File: config.mk
export PLATFORM = sky130hd
export DESIGN_NAME = diff_vector_decoder
export DESIGN_NICKNAME = d
export VERILOG_FILES = /design/src/rtl/diff_vector_decoder.sv
export SDC_FILE = /design/constraint.sdc
export NUM_CORES = 1
export LEC_CHECK = 0
export BUFFER_PORTS_ARGS = -buffer_cell sky130_fd_sc_hd__buf_2
export CORE_MARGIN = 8
export CORE_UTILIZATION = 60
export CTS_BUF_LIST = sky130_fd_sc_hd__clkbuf_2
export DETAILED_ROUTE_END_ITERATION = 6
export MAX_ROUTING_LAYER = met4
export PLACE_DENSITY = 0.83
export SLEW_MARGIN = 30
export SYNTH_ARGS = -nofsm -noshare
export SYNTH_HDL_FRONTEND = slang
export SYNTH_SLANG_ARGS = --single-unit
export TNS_END_PERCENT = 10
File: constraint.sdc
create_clock -name clk -period 22.5 [get_ports clk]
set_input_delay 3.375 -clock clk [delete_from_list [all_inputs] [get_ports clk]]
set_output_delay 3.375 -clock clk [all_outputs]
set_load 0.1 [all_outputs]
File: src/rtl/diff_vector_decoder.sv
// diff_vector_decoder
//   Rebuilds a WIDTH-bit vector v from its cyclic neighbour-XOR difference
//   vector d plus the seed bit v[0]. The decode is a serial prefix-XOR that
//   produces LANES bits per clock: v[i] = v[i-1] ^ d[i-1].
//   d[WIDTH-1] (the wrap term) is never used to rebuild v. It only feeds the
//   frame parity: out_err = ^d, which is 1 when the wrap term is inconsistent.
//
//   Handshakes (both sides): a transfer happens on a rising clk edge where
//   valid and ready are both 1. A producer holds valid and its data until
//   that edge. in_ready is 1 only in IDLE, and is forced low while reset is
//   high. out_valid, out_vec and out_err are held stable in DONE until the
//   transfer edge.
//
//   Optional feature: define DIFF_DEC_ERRCNT_EN to add err_count[7:0], a
//   saturating count of delivered frames with out_err=1.
//
//   state_dbg exposes the FSM state (0=IDLE, 1=RUN, 2=DONE).
module diff_vector_decoder #(
  parameter int WIDTH = 100,
  parameter int LANES = 4
) (
  input  logic             clk,
  input  logic             reset,
  input  logic             in_valid,
  output logic             in_ready,
  input  logic [WIDTH-1:0] in_diff,
  input  logic             in_seed,
  output logic             out_valid,
  input  logic             out_ready,
  output logic [WIDTH-1:0] out_vec,
  output logic             out_err,
`ifdef DIFF_DEC_ERRCNT_EN
  output logic [7:0]       err_count,
`endif
  output logic [1:0]       state_dbg
);

  // Wide enough to hold idx + LANES without wrapping.
  localparam int IDXW = $clog2(WIDTH + LANES) + 1;

  typedef enum logic [1:0] {
    IDLE = 2'd0,
    RUN  = 2'd1,
    DONE = 2'd2
  } state_t;

  state_t           state;
  logic [WIDTH-2:0] d_q;      // d[WIDTH-1] only matters for parity, not kept
  logic [IDXW-1:0]  idx;      // next bit of v to reconstruct
  logic [IDXW-1:0]  idx_end;  // one past the last bit handled this cycle
  logic [WIDTH-1:0] run_vec;  // out_vec after this cycle's lanes

  assign in_ready  = (state == IDLE) && !reset;
  assign state_dbg = state;
  assign idx_end   = idx + IDXW'(LANES);

  // Chain up to LANES prefix-XOR steps over the window [idx, idx+LANES).
  always_comb begin
    run_vec = out_vec;
    for (int j = 1; j < WIDTH; j++) begin
      if ((IDXW'(j) >= idx) && (IDXW'(j) < idx_end)) begin
        run_vec[j] = run_vec[j-1] ^ d_q[j-1];
      end
    end
  end

  // Frame FSM: accept in IDLE, decode in RUN, hold the result in DONE.
  always_ff @(posedge clk) begin
    if (reset) begin
      state     <= IDLE;
      out_valid <= 1'b0;
      out_vec   <= '0;
      out_err   <= 1'b0;
      idx       <= '0;
    end else begin
      case (state)
        IDLE: begin
          if (in_valid) begin
            d_q     <= in_diff[WIDTH-2:0];
            out_vec <= {{(WIDTH-1){1'b0}}, in_seed};
            out_err <= ^in_diff;
            idx     <= IDXW'(1);
            state   <= RUN;
          end
        end
        RUN: begin
          out_vec <= run_vec;
          idx     <= idx_end;
          if (idx_end >= IDXW'(WIDTH)) begin
            state     <= DONE;
            out_valid <= 1'b1;
          end
        end
        DONE: begin
          if (out_ready) begin
            out_valid <= 1'b0;
            state     <= IDLE;
          end
        end
        default: begin
          state     <= IDLE;
          out_valid <= 1'b0;
        end
      endcase
    end
  end

`ifdef DIFF_DEC_ERRCNT_EN
  // Count delivered frames whose wrap parity was bad; stick at 255.
  always_ff @(posedge clk) begin
    if (reset) begin
      err_count <= 8'd0;
    end else if ((state == DONE) && out_ready && out_err && (err_count != 8'hFF)) begin
      err_count <= err_count + 8'd1;
    end
  end
`endif

endmodule

==> results of run 1 <==
-- synthesized netlist by cell type, types with 9 or more instances --
cell type | n | area share [%]
and3_1 | 16 | 0.69
clkbuf_1 | 79 | 2.0
xnor2_1 | 155 | 9.4
a22oi_1 | 9 | 0.47
nand3b_1 | 21 | 1.1
a32oi_1 | 60 | 3.6
dfxtp_1 | 111 | 15
a21o_1 | 9 | 0.47
nor2_1 | 198 | 5.1
nand4_1 | 12 | 0.52
a211oi_1 | 17 | 0.88
or2_2 | 9 | 0.39
nor3b_1 | 28 | 1.5
mux2i_1 | 18 | 1.2
nand2_1 | 130 | 3.4
nand3_1 | 44 | 1.5
nor2b_1 | 29 | 1.3
nor3_1 | 26 | 0.90
nand2b_1 | 32 | 1.4
or3_1 | 12 | 0.52
inv_1 | 27 | 0.70
o21ai_0 | 102 | 3.5
a21oi_1 | 89 | 3.1
xor2_1 | 43 | 2.6
a31oi_1 | 11 | 0.48
o211ai_1 | 13 | 0.67
and2_1 | 28 | 1.2
edfxtp_1 | 99 | 21
-- cell type report --
cell class	instances	area [sq um]
timing repair buffer	243	1300
clock buffer	74	370
antenna	1	2.50
fill	1969	7540
inverter	28	109
multi-input combinational	1326	8970
tap	324	405
clock inverter	27	139
sequential	210	5200
-- repair_timing --
item | in CTS | in global routing
endpoints found under the setup margin | 0 | 7
setup buffers | 0 | 3
resized for setup | 0 | 28
-- power by group through the flow --
stage	clock network (mW)	registers (mW)	logic, mW
after floorplan	0	0.448	0.146
after global placement	0	0.436	0.224
after detailed placement	0	0.437	0.228
after CTS	0.274	0.428	0.230
after global routing	0.293	0.431	0.248
final	0.270	0.429	0.234
-- worst max-delay path, delay by kind of cell, from the launching register on --
kind / cells / cell delay [ns]
AO/OA/AOI/OAI: 38 / 8.96
AND/OR/NAND/NOR: 27 / 5.81
adder cells (fa/ha/maj): 1 / 0.33
buffers and inverters: 4 / 0.71
flip-flops: 1 / 0.44
multiplexers: 11 / 2.24
XOR/XNOR: 14 / 2.66
-- kinds of logic after synthesis --
| logic type | Yosys count |
|---|---|
| and+or+nand+nor | 642 |
| AOI/OAI and AO/OA | 443 |
| DFF | 210 |
| xor gates and xnor gates | 206 |
| buffers and inverters | 118 |
| muxes | 28 |
| adders and majority gates | 7 |
-- layout by cell type (no fill, tap or decap), types with 9 or more instances in the layout --
master	count
buf_2	209
nor2_1	197
xnor2_1	152
nand2_1	129
dfxtp_1	109
o21ai_0	101
edfxtp_1	99
a21oi_1	89
clkbuf_2	77
a32oi_1	60
nand3_1	43
xor2_1	41
nand2b_1	31
buf_4	29
and2_1	28
nor3b_1	28
nor2b_1	27
inv_1	26
nor3_1	26
nand3b_1	21
clkinv_1	19
mux2i_1	18
and3_1	16
o211ai_1	13
or3_1	12
a211oi_1	12
nand4_1	12
a31oi_1	11
xnor2_2	9
or2_2	9
a21o_1	9
a22oi_1	9
-- worst max path at each step --
stage                     startpoint  cells after the start  slack, ns          end
after floorplan           out_vec[0]                     90       2.67  out_vec[99]
after global placement        idx[3]                     93       1.40  out_vec[99]
after detailed placement      idx[3]                     94       0.66  out_vec[99]
after CTS                     idx[3]                     94       0.51  out_vec[99]
after global routing          idx[3]                     95      -0.14  out_vec[99]
final                         idx[3]                     95       1.17  out_vec[99]
-- per-layer routing --
layer	track usage, %	share of wire (%)
met1	41.3	40
met2	52.9	47
met3	5.90	9.6
met4	12.7	3.6
met5	-	0
-- flip-flops by register name, summed over array words and instances (netlist names) --
signal	count
state_dbg	2
out_err	1
out_vec	100
out_valid	1
idx	7
d_q	99
-- through the flow --
stage / hold slack, ns / TNS (ns) / cells / util, %
after global routing: 0.517 / -0.137 / 2233 / 68.6
final: 0.487 / 0 / 2233 / 68.6
after detailed placement: 0.476 / 0 / 2125 / 65.8
after floorplan: 0.545 / 0 / 1654 / -
after CTS: 0.490 / 0 / 2226 / 67.9
after global placement: 0.458 / 0 / 2123 / 65.7
==> impl_metrics.env, run 1 <==
export IMPL_run_status="complete, no violations"
export IMPL_layout_drive_gt1_share_pct=22.0
export IMPL_synthAdderAreaFrac_pct=0.605
export IMPL_synth_edf_count=99
export IMPL_critPathMaxFanout=19
export IMPL_grt_max_degree=83
export IMPL_cp_required_ns=23.20
export IMPL_synthCells=1654
export IMPL_maxSlewViolCount=0
export IMPL_cts_sinks=210
export IMPL_clockBufferDepth=3
export IMPL_gr_total_overflow=0
export IMPL_ctsHoldBuffers=0
export IMPL_p_leak_nw=6.33
export IMPL_cts_buffers=54
export IMPL_worstSetupStartpointType="flop"
export IMPL_crit_path_frequent_cell="xnor2_2"
export IMPL_synth_compound_area_share_pct=21.7
export IMPL_cp_end_kind="flop"
export IMPL_seqPwrFrac_pct=46.0
export IMPL_syn_nets=1766
export IMPL_antenna_found_initial=1
export IMPL_layout_nets=1975
export IMPL_ir_worst_vdd_mv=0.0499
export IMPL_dieArea_sq_mm=0.0294
export IMPL_p_int_mw=0.599
export IMPL_min_to="out_vec[93]"
export IMPL_synth_flop_cell="dfxtp_1"
export IMPL_swShare_pct=35.8
export IMPL_clk_latency_ns=0.88
export IMPL_synth_avg_cell_area_sq_um=8.76
export IMPL_min_path_cells=2
export IMPL_synth_warnings=0
export IMPL_place_ws_ns=0.659
export IMPL_die_h_microns=171
export IMPL_start_util_pct=60.3
export IMPL_design_area_sq_mm=0.0165
export IMPL_p_comb_share_pct=25.1
export IMPL_gp_congestion=0.998
export IMPL_hold_viol=0
export IMPL_grt_pass1_wl_mm=74.2
export IMPL_async_flop_share_pct=0
export IMPL_syn_to_final_growth_pct=13.9
export IMPL_die_w_microns=171
export IMPL_avgViaCountPerCell=6.40
export IMPL_synth_xor_area_share_pct=12.9
export IMPL_hp_class="flop to flop"
export IMPL_grt_pass1_vias=13565
export IMPL_cts_tree="built"
export IMPL_fin_skew_ns=0.0590
export IMPL_worst_pin_slew_ns=1.03
export IMPL_core_area_sq_mm=0.0240
export IMPL_layout_min_cycle_time_ns=21.33
export IMPL_crit_path_max_incr_delay_ns=0.59
export IMPL_synth_seq_cells=210
export IMPL_period_share_pct=94.8
export IMPL_ios=210
export IMPL_drt_antenna_violating_nets=0
export IMPL_r2r_start="idx[3]"
export IMPL_finalPower_mw=0.933
export IMPL_setup_violations=0
export IMPL_synth_top_family_by_area="simple AND/OR/NAND/NOR gates"
export IMPL_power_share_clock_pct=28.9
export IMPL_grt_util_all_layers_pct=33.0
export IMPL_place_hpwl_mm=35.0
export IMPL_cts_clk_slew_worst_paths_ns=0.11
export IMPL_htreeDepth=2
export IMPL_yosysUniqueCellTypes=103
export IMPL_root_buffer="clkbuf_2"
export IMPL_synthMuxAreaShare_pct=2.49
export IMPL_yosys_area_share_simple_pct=23.2
export IMPL_routed_wl_mm=48.6
export IMPL_syn_area_sq_mm=0.0145
export IMPL_drt_iter0_markers=1634
export IMPL_path_class="flop to flop"
export IMPL_dr_pass1_iters=6
export IMPL_powerDensity_mw_per_mm2=56.6
export IMPL_setup_slack_ns=1.17
export IMPL_hold_start="out_vec[93]"
export IMPL_ys_seq_area_share_pct=35.9
export IMPL_io_buffer_count=209
export IMPL_relSlewSlack_pct=31.6
export IMPL_switchingPower_mw=0.334
export IMPL_r2r_end="out_vec[99]"
export IMPL_post_drt_wl_per_cell_microns=21.8
export IMPL_vias=14288
export IMPL_arrival_ns=22.03
export IMPL_r2r_cells=95
export IMPL_fp_row_count=57
export IMPL_r2r_slack_ns=1.17
export IMPL_maxCapViolations=0
export IMPL_drcViolationCount=0
export IMPL_placed_cell_area_sq_mm=0.0158
export IMPL_slowest_stage="or4_1"
export IMPL_fmax_ghz=0.0469
No activity file was read; power rests on OpenSTA's default activity.
==> run 2: changes to the inputs <==
- clock period: 22.5 -> 20.3 ns (I/O delays scaled with it)
==> impl_metrics.env, run 2 (synthesis results as in run 1) <==
export IMPL_clockBufferDepth=3
export IMPL_setup_slack_ns=-0.334
export IMPL_cts_clk_slew_worst_paths_ns=0.13
export IMPL_routed_wl_mm=50.7
export IMPL_cts_tree="built"
export IMPL_dieArea_sq_mm=0.0294
export IMPL_avgViaCountPerCell=6.31
export IMPL_crit_path_max_incr_delay_ns=0.59
export IMPL_antenna_found_initial=1
export IMPL_placed_cell_area_sq_mm=0.0165
export IMPL_vias=14700
export IMPL_largest_reg_flops=100
export IMPL_cp_required_ns=21.03
export IMPL_io_buffer_count=209
export IMPL_r2r_end="out_vec[99]"
export IMPL_finalCoreUtilization_pct=72.0
export IMPL_run_status="finished with violations"
export IMPL_seqPwrFrac_pct=44.4
export IMPL_grt_pass1_vias=14283
export IMPL_worst_pin_slew_ns=0.947
export IMPL_largest_register="out_vec"
export IMPL_r2r_cells=97
export IMPL_power_share_clock_pct=29.5
export IMPL_powerDensity_mw_per_mm2=61.8
export IMPL_post_drt_wl_per_cell_microns=21.7
export IMPL_dr_pass1_iters=6
export IMPL_cts_sinks=210
export IMPL_maxSlewViolCount=0
export IMPL_path_class="flop to flop"
export IMPL_switchingPower_mw=0.379
export IMPL_min_to="out_vec[93]"
export IMPL_gr_total_overflow=0
export IMPL_crit_buf_inv=7
export IMPL_p_comb_share_pct=26.1
export IMPL_setup_violations=4
export IMPL_layout_commonest_cell="buf_2"
export IMPL_cp_end_kind="flop"
export IMPL_ios=210
export IMPL_hold_slack_ns=0.479
export IMPL_final_cell_mix="buf_2, nor2_1, xnor2_1, nand2_1, buf_4"
export IMPL_grt_util_all_layers_pct=34.7
export IMPL_fin_skew_ns=0.0550
export IMPL_min_path_cells=2
export IMPL_drt_iter0_markers=1711
export IMPL_fmax_ghz=0.0485
export IMPL_p_int_mw=0.690
export IMPL_ir_worst_vdd_mv=0.0569
export IMPL_maxCapViolations=0
export IMPL_drcViolationCount=0
export IMPL_hp_class="flop to flop"
export IMPL_worstSetupStartpointType="flop"
export IMPL_start_util_pct=60.3
export IMPL_fp_row_count=57
export IMPL_relSlewSlack_pct=36.9
export IMPL_place_ws_ns=-0.453
export IMPL_hold_viol=0
export IMPL_layout_min_cycle_time_ns=20.63
export IMPL_place_hpwl_mm=37.0
export IMPL_root_buffer="clkbuf_2"
export IMPL_critPathMaxFanout=5
export IMPL_die_w_microns=171
export IMPL_grt_pass1_wl_mm=77.8
export IMPL_grt_max_degree=83
export IMPL_layout_drive_gt1_share_pct=26.3
export IMPL_die_h_microns=171
export IMPL_hold_start="out_vec[93]"
export IMPL_clk_latency_ns=0.87
export IMPL_core_area_sq_mm=0.0240
export IMPL_design_area_sq_mm=0.0173
export IMPL_gp_congestion=1.02
export IMPL_arrival_ns=21.37
export IMPL_cts_buffers=56
export IMPL_r2r_start="idx[6]"
export IMPL_syn_to_final_growth_pct=19.5
export IMPL_slowest_stage="or4_1"
export IMPL_swShare_pct=35.5
export IMPL_htreeDepth=2
export IMPL_layout_nets=2070
export IMPL_p_leak_nw=6.82
export IMPL_ctsHoldBuffers=0
export IMPL_violations="negative setup slack"
export IMPL_reg_top3="out_vec (100), d_q (99), idx (7)"
export IMPL_critical_path_top_delay_family="compound AO/OA/AOI/OAI gates"
export IMPL_startpoint="idx[6]"
export IMPL_period_share_pct=102
export IMPL_drt_antenna_violating_nets=0
export IMPL_r2r_slack_ns=-0.33
export IMPL_rsz0062_at_grt="true"
[run 2: changes by cell type in the layout (fill, tap and decap cells not counted), moves of 2 or more]
cell | before | now
clkinv_1 | 19 | 13
clkbuf_2 | 77 | 91
o21ai_1 | 8 | 6
buf_12 | 0 | 2
clkinvlp_4 | 2 | 0
nor4_1 | 7 | 3
clkinv_2 | 6 | 2
buf_4 | 29 | 121
nor4_2 | 0 | 4
ha_1 | 4 | 6
ha_2 | 3 | 1
dfxtp_1 | 109 | 111
dfxtp_4 | 2 | 0
[run 2: per-layer routing]
layer / global-route usage [%] / part of all wire, % / up-vias / wire (microns)
li1: - / - / 6755 / -
met1: 42.8 / 41 / 7020 / 20600
met2: 54.0 / 46 / 779 / 23400
met3: 7.18 / 8.8 / 146 / 4460
met4: 16.4 / 4.4 / 0 / 2220
met5: - / 0 / - / 0
[run 2: tightest hold or removal path: cells and delay by family (launching register included)]
| family | cells | cell delay (ns) |
|---|---|---|
| flops | 1 | 0.33 |
| compound gates | 1 | 0.05 |
| simple gates | 1 | 0.06 |
[run 2: area by class of cell]
cell class                      count  area [sq um]
Inverter                           28           105
Sequential cell                   210          5190
Timing Repair Buffer              336          2020
Tap cell                          324           405
Clock inverter                     16          88.8
Antenna cell                        1          2.50
Clock buffer                       89           445
Fill cell                        1900          6730
Multi-Input combinational cell   1326          9040
[run 2: power by group through the flow]
stage	Sequential (mW)	Combinational (mW)	Clock (mW)
2_1_floorplan	0.496	0.161	0
3_3_place_gp	0.482	0.265	0
3_5_place_dp	0.483	0.271	0
4_1_cts	0.474	0.276	0.321
5_1_grt	0.476	0.297	0.342
6_report	0.474	0.279	0.316
[run 2: how the worst max path moves through the flow]
stage,slack [ns],depth (start not counted),end
2_1_floorplan,0.47,90,out_vec[99]
3_3_place_gp,0.28,94,out_vec[99]
3_5_place_dp,-0.45,94,out_vec[99]
4_1_cts,0.04,97,out_vec[99]
5_1_grt,-1.43,98,out_vec[99]
6_report,-0.33,97,out_vec[99]
[run 2: through the flow]
stage | setup TNS, ns | total power [mW] | std cells
4_1_cts | 0 | 1.07 | 2326
3_5_place_dp | -0.985 | 0.754 | 2214
2_1_floorplan | 0 | 0.658 | 1654
5_1_grt | -7.24 | 1.11 | 2330
6_report | -0.756 | 1.07 | 2330
3_3_place_gp | 0 | 0.747 | 2211
[run 2: what timing repair did]
action | in CTS | in global routing
setup buffers | 7 | 1
resized for setup | 28 | 1
setup endpoints to repair | 4 | 8
pin swaps | 26 | 5
==> run 3: changes to the inputs <==
- clock period: 20.3 -> 23 ns (I/O delays scaled with it)
==> impl_metrics.env, run 3 (synthesis results as in run 1) <==
export IMPL_worst_pin_slew_ns=0.987
export IMPL_relSlewSlack_pct=34.2
export IMPL_ctsHoldBuffers=0
export IMPL_grt_max_degree=83
export IMPL_gp_congestion=1.05
export IMPL_run_status="complete, no violations"
export IMPL_power_share_clock_pct=31.2
export IMPL_r2r_end="out_vec[99]"
export IMPL_place_hpwl_mm=34.8
export IMPL_hold_start="out_vec[93]"
export IMPL_layout_drive_gt1_share_pct=21.1
export IMPL_cp_required_ns=23.83
export IMPL_fp_row_count=57
export IMPL_cts_sinks=210
export IMPL_reg_top3="out_vec (100), d_q (99), idx (7)"
export IMPL_arrival_ns=22.57
export IMPL_r2r_start="idx[4]"
export IMPL_drt_antenna_violating_nets=0
export IMPL_die_w_microns=171
export IMPL_cts_tree="built"
export IMPL_cts_buffers=55
export IMPL_fin_setup_tns_ns=0
export IMPL_slowest_stage="or4_1"
export IMPL_cts_clk_slew_worst_paths_ns=0.12
export IMPL_setup_violations=0
export IMPL_start_util_pct=60.3
export IMPL_crit_path_max_incr_delay_ns=0.59
export IMPL_powerDensity_mw_per_mm2=57.4
export IMPL_drcViolationCount=0
export IMPL_core_area_sq_mm=0.0240
export IMPL_largest_register="out_vec"
export IMPL_largest_reg_flops=100
export IMPL_swShare_pct=35.2
export IMPL_grt_pass1_wl_mm=74.0
export IMPL_min_to="out_vec[93]"
export IMPL_gr_total_overflow=0
export IMPL_p_int_mw=0.610
export IMPL_layout_commonest_cell="buf_2"
export IMPL_dieArea_sq_mm=0.0294
export IMPL_io_buffer_count=209
export IMPL_fin_skew_ns=0.0856
export IMPL_ir_worst_vdd_mv=0.0558
export IMPL_maxSlewViolCount=0
export IMPL_min_path_cells=2
export IMPL_p_leak_nw=6.29
export IMPL_ios=210
export IMPL_grt_util_all_layers_pct=33.0
export IMPL_drt_iter0_markers=1561
export IMPL_root_buffer="clkbuf_2"
export IMPL_hold_viol=0
export IMPL_clockBufferDepth=3
export IMPL_critPathMaxFanout=36
export IMPL_post_drt_wl_per_cell_microns=21.7
export IMPL_antenna_found_initial=1
export IMPL_vias=14232
export IMPL_clk_latency_ns=0.92
export IMPL_grt_pass1_vias=13496
export IMPL_dr_pass1_iters=6
export IMPL_r2r_slack_ns=1.26
export IMPL_fmax_ghz=0.0460
export IMPL_cp_end_kind="flop"
export IMPL_syn_to_final_growth_pct=13.4
export IMPL_rsz0062_at_grt="false"
export IMPL_p_comb_share_pct=24.3
export IMPL_path_class="flop to flop"
export IMPL_hp_class="flop to flop"
export IMPL_worstSetupStartpointType="flop"
export IMPL_layout_nets=1967
export IMPL_htreeDepth=2
export IMPL_switchingPower_mw=0.332
export IMPL_die_h_microns=171
export IMPL_r2r_cells=91
export IMPL_layout_min_cycle_time_ns=21.74
export IMPL_period_share_pct=94.5
export IMPL_avgViaCountPerCell=6.39
export IMPL_finalCoreUtilization_pct=68.3
export IMPL_seqPwrFrac_pct=44.5
export IMPL_final_cell_mix="buf_2, nor2_1, xnor2_1, nand2_1, dfxtp_1"
export IMPL_routed_wl_mm=48.4
export IMPL_maxCapViolations=0
-- run 3: layer usage --
| layer | global-route usage, % | up-vias | wire length [microns] |
|---|---|---|---|
| li1 | - | 6552 | - |
| met1 | 41.4 | 6823 | 19800 |
| met2 | 51.3 | 726 | 22400 |
| met3 | 6.50 | 131 | 4260 |
| met4 | 14.4 | 0 | 1910 |
| met5 | - | - | 0 |
-- run 3: how the worst max path moves through the flow --
stage,startpoint,end,cells past startpoint
after CTS,idx[3],out_vec[99],92
final,idx[4],out_vec[99],91
after global placement,idx[3],out_vec[99],92
after floorplan,out_vec[0],out_vec[99],90
after detailed placement,idx[3],out_vec[99],92
after global routing,idx[4],out_vec[99],91
-- run 3: power groups by stage --
stage               logic [mW]  clock network [mW]  registers (mW)
global route             0.242               0.319           0.421
finish                   0.229               0.293           0.420
CTS                      0.225               0.298           0.419
detailed placement       0.223                   0           0.427
global placement         0.219                   0           0.427
floorplan                0.142                   0           0.438
-- run 3: repair_timing --
item                                    CTS  global route
endpoints found under the setup margin    0             7
resized for setup                         0            14
endpoints found under the hold margin     0             0
buffers inserted                          0             1
-- run 3: through the flow --
stage / hold slack (ns) / power (mW) / cells / instance area [sq um] / setup WS [ns]
floorplan: 0.545 / 0.580 / 1654 / 14500 / 3.17
global placement: 0.461 / 0.645 / 2116 / 15700 / 1.43
detailed placement: 0.467 / 0.650 / 2116 / 15700 / 0.679
CTS: 0.481 / 0.941 / 2220 / 16300 / 0.532
global route: 0.509 / 0.981 / 2227 / 16400 / 0.0148
finish: 0.473 / 0.942 / 2227 / 16400 / 1.26
-- run 3: critical path, delay by kind of cell (launching register included) --
kind                      cells  cell delay [ns]
AOI/OAI and AO/OA            41             9.56
DFF                           1             0.46
muxes                        10             1.98
xor gates and xnor gates     14             3.09
buffers and inverters         1             0.33
and+or+nand+nor              25             6.15
-- run 3: cell type report --
class,count,area (sq um)
antenna,1,2.50
clock buffer,75,375
clock inverter,29,198
fill,2021,7610
inverter,28,105
multi-input combinational,1326,8910
sequential,210,5200
tap,324,405
timing repair buffer,234,1220
